==> config.mk <==
export PLATFORM = sky130hd
export DESIGN_NAME = sample_demux4
export DESIGN_NICKNAME = d
export VERILOG_FILES = /design/src/rtl/sample_demux4.sv
export SDC_FILE = /design/constraint.sdc
export NUM_CORES = 1
export LEC_CHECK = 0
export CELL_PAD_IN_SITES_DETAIL_PLACEMENT = 0
export CELL_PAD_IN_SITES_GLOBAL_PLACEMENT = 1
export CORE_AREA = 5 5 107 109
export CTS_BUF_LIST = sky130_fd_sc_hd__clkbuf_4
export DETAILED_ROUTE_END_ITERATION = 8
export DIE_AREA = 0 0 112 114
export PLACE_DENSITY_LB_ADDON = 0.05
export SYNTH_ARGS = -nofsm -noshare
export SYNTH_HDL_FRONTEND = slang
export SYNTH_SLANG_ARGS = --single-unit
==> constraint.sdc <==
create_clock -name clk -period 10.96 [get_ports clk]
set_clock_uncertainty 0.15 [all_clocks]
set_input_delay 2.192 -clock clk [delete_from_list [all_inputs] [get_ports clk]]
set_output_delay 2.192 -clock clk [all_outputs]
set_load 0.005 [all_outputs]
==> src/rtl/sample_demux4.sv <==
// sample_demux4: steers one sample stream into four held channel registers, addressed or round-robin.
// One-cycle registered latency; DROP=0 stalls on a held target, DROP=1 never stalls and flags overwrites.
module sample_demux4 #(
  parameter int WIDTH = 24,
  parameter bit DROP  = 1'b0
) (
  input  logic             clk,
  input  logic             rst,
  input  logic             in_valid,
  input  logic [WIDTH-1:0] in_data,
  input  logic [1:0]       in_sel,
  input  logic             mode,
  output logic             in_ready,
  output logic [WIDTH-1:0] out_data0,
  output logic [WIDTH-1:0] out_data1,
  output logic [WIDTH-1:0] out_data2,
  output logic [WIDTH-1:0] out_data3,
  output logic [3:0]       out_valid,
  input  logic [3:0]       out_ack,
  output logic [3:0]       overflow,
  input  logic             clr_ovf,
  output logic [1:0]       rr_ptr
);

  logic [WIDTH-1:0] data_q [4];
  logic [WIDTH-1:0] data_d [4];
  logic [3:0]       valid_q, valid_d;
  logic [3:0]       ovf_q, ovf_d;
  logic [1:0]       rr_q, rr_d;
  logic [1:0]       tgt;
  logic             xfer;

  always_comb begin
    tgt      = mode ? rr_q : in_sel;
    in_ready = DROP ? 1'b1 : (!valid_q[tgt] || out_ack[tgt]);
    xfer     = in_valid && in_ready;
    data_d   = data_q;
    valid_d  = valid_q & ~out_ack;
    ovf_d    = clr_ovf ? 4'b0000 : ovf_q;
    rr_d     = rr_q;
    if (xfer) begin
      data_d[tgt]  = in_data;
      valid_d[tgt] = 1'b1;
      // A same-cycle ack means the held sample was consumed, so it is not an overwrite.
      if (DROP && valid_q[tgt] && !out_ack[tgt]) begin
        ovf_d[tgt] = 1'b1;
      end
      if (mode) begin
        rr_d = rr_q + 2'd1;
      end
    end
  end

  always_ff @(posedge clk or posedge rst) begin
    if (rst) begin
      for (int i = 0; i < 4; i++) begin
        data_q[i] <= '0;
      end
      valid_q <= 4'b0000;
      ovf_q   <= 4'b0000;
      rr_q    <= 2'd0;
    end else begin
      data_q  <= data_d;
      valid_q <= valid_d;
      ovf_q   <= ovf_d;
      rr_q    <= rr_d;
    end
  end

  assign out_data0 = data_q[0];
  assign out_data1 = data_q[1];
  assign out_data2 = data_q[2];
  assign out_data3 = data_q[3];
  assign out_valid = valid_q;
  assign overflow  = ovf_q;
  assign rr_ptr    = rr_q;

endmodule

==> results.json <==
{
  "p_per_area_nw_per_um2": 272,
  "ys_warn_count": 0,
  "required_ns": 8.62,
  "ys_seq_elements": 102,
  "tns_ns": 0,
  "die_h_um": 114,
  "cts_resized": 0,
  "io_pins": 142,
  "dieArea_um2": 12800,
  "rsz0062_at_grt": "false",
  "synth-seq-area-share_pct": 61.3,
  "placed_cells": 509,
  "clockBufferDepth": 2,
  "vias": 2479,
  "tritoncts": "built",
  "grt_overflow": 0,
  "postSynthCellCount": 243,
  "final_nets": 415,
  "dp_hpwl_mm": 6.28,
  "synthXorXnorAreaFrac_pct": 0,
  "grt_pass1_vias": 2652,
  "period_minus_slack_ns": 6.53,
  "avgSynthCellArea_um2": 17.1,
  "drtPass1Iterations": 4,
  "finalHoldViolations": 0,
  "crit_fanout": 6,
  "p_leak_nw": 2.50,
  "endpoint_kind": "primary output",
  "fmax_mhz": 153,
  "drv_slew": 0,
  "multi_input_area_um2": 1490,
  "wl_per_cell_um": 17.5,
  "grtUsageTotal_pct": 14.6,
  "seq_power_share_pct": 42.7,
  "cp-start-kind": "primary input",
  "arrival_ns": 4.19,
  "fp.dieW_um": 112,
  "max-vdd-ir-drop_mv": 0.125,
  "synth_compound_area_share_pct": 0.661,
  "r2r_slack_ns": 8.72,
  "power.internal_mw": 1.12,
  "period_share_pct": 59.6,
  "synth_area_um2": 4160,
  "setup_viol": 0,
  "clkPwrFrac_pct": 11.2,
  "layout.area.seq_um2": 2550,
  "combPwrFrac_pct": 46.1,
  "yosys.area_share.simple_pct": 3.58,
  "antenna_found_initial": 0,
  "final_layout_size_suffix_gt1_share_pct": 31.4,
  "yosys-mux-area-fraction_pct": 31.2,
  "num_rows": 38,
  "final_common_cell": "clkdlybuf4s50_1",
  "final_core_util_pct": 54.3,
  "drc": 0,
  "synth_top_family_by_area": "multiplexers",
  "yosys.area_share.adder_pct": 0,
  "yosysUniqueCellTypes": 20,
  "numCtsBuffers": 9,
  "htree_levels": 3,
  "holdPathEnd": "out_data3[1]",
  "initial_core_util_pct": 39.6,
  "r2r-end": "out_data0[2]",
  "r2r-start": "rr_ptr[1]",
  "drtIter0Drc": 89,
  "io_buffer_count": 136,
  "final_cell_mix": "136 x clkdlybuf4s50_1, 102 x dfrtp_1, 66 x mux2_2",
  "cap_violations": 0,
  "hp-class": "reg -> reg",
  "core_um2": 10500,
  "antenna_left": 0,
  "syn2layout_area_growth_pct": 37.1,
  "critical_path_class": "in -> out",
  "swShare_pct": 27.9,
  "routabilityCongestion": 0.728,
  "reg2reg_depth": 3,
  "n_antenna_cell": 0,
  "clkLatencyLatePin_ns": 0.42,
  "cts.sinks": 102,
  "grt_max_degree": 77,
  "wl_mm": 9.21,
  "status": "completed",
  "worst_pin_slew_ns": 0.951,
  "hold_start": "out_data3[1]",
  "vias_per_cell": 4.72,
  "root_buffer": "clkbuf_4",
  "grt_pass1_wl_mm": 14.5,
  "cts_setup_buffers": 0,
  "clk_pin_slew_ns": 0.15,
  "cts_hold_buf": 0,
  "worstHoldPathCells": 1,
  "maxSlewHeadroom_pct": 36.6,
  "fin_cells": 525,
  "n_fill_cell": 893,
  "power_switching_mw": 0.433
}
## critical path, cell delays in order
cell and delay (ns):
clkdlybuf4s50_1 0.70, mux2i_4 0.44, mux2i_1 0.30, mux2i_1 0.11, clkdlybuf4s50_1 0.46
## worst max path at each step
stage	to	depth (start not counted)	slack [ns]	start
finish	in_ready	5	4.43	mode
global route	in_ready	5	4.31	mode
CTS	in_ready	5	4.39	mode
detailed placement	in_ready	5	4.39	mode
global placement	in_ready	5	4.44	mode
floorplan	in_ready	4	5.62	mode
## cell usage after synthesis, drive strengths merged
cell type	instances	area share, %
a21oi	1	0.12
nand4	4	2.0
nand2	5	0.45
dfrtp	102	61
nand2b	4	0.60
o31ai	1	0.18
nor2b	1	0.15
nor3	1	0.12
buf	14	3.1
o21ai	3	0.36
conb	1	0.090
nand3	1	0.12
inv	1	0.090
mux2	98	29
nor2	1	0.090
mux2i	5	1.8
## flip-flops by register name (all words and copies together) (netlist names)
| register | flops |
|---|---|
| out_data1 | 24 |
| out_data3 | 24 |
| rr_ptr | 2 |
| out_valid | 4 |
| out_data2 | 24 |
| out_data0 | 24 |
## power groups by stage
stage          Combinational, mW  Clock [mW]  Sequential [mW]
2_1_floorplan              0.266           0            0.678
3_3_place_gp               0.725           0            0.665
3_5_place_dp               0.730           0            0.671
4_1_cts                    0.732       0.184            0.665
5_1_grt                    0.762       0.197            0.689
6_report                   0.715       0.174            0.662
## cell type report
class	instances	area share, %
Inverter	1	0.110
Tap cell	140	3.07
Sequential cell	102	44.7
Timing Repair Buffer	137	24.0
Clock buffer	9	1.18
Multi-Input combinational cell	129	26.1
Clock inverter	7	0.876
## per-stage QoR
| stage | setup WS, ns | power [mW] | hold WS (ns) | instance area, µm² |
|---|---|---|---|---|
| 2_1_floorplan | 5.62 | 0.944 | 0.354 | 4180 |
| 3_3_place_gp | 4.44 | 1.39 | 0.337 | 5590 |
| 3_5_place_dp | 4.39 | 1.40 | 0.341 | 5590 |
| 4_1_cts | 4.39 | 1.58 | 0.375 | 5710 |
| 5_1_grt | 4.31 | 1.65 | 0.384 | 5710 |
| 6_report | 4.43 | 1.55 | 0.372 | 5710 |
## routing by layer
layer  global-route usage [%]  vias to the layer above  wire length, µm  part of all wire, %
met2                     24.0                       79             4400                   48
met1                     17.9                     1259             3950                   43
met3                     5.31                        9              747                  8.1
met4                     4.81                        0              110                  1.2
met5                        0                        -                0                    0
li1                         -                     1132                -                    -
## kinds of logic after synthesis
logic type / after synthesis
DFF: 102
buffers and inverters: 15
AOI/OAI and AO/OA: 5
and+or+nand+nor: 17
muxes: 103
other: 1
(Power assumes the default switching activity.)
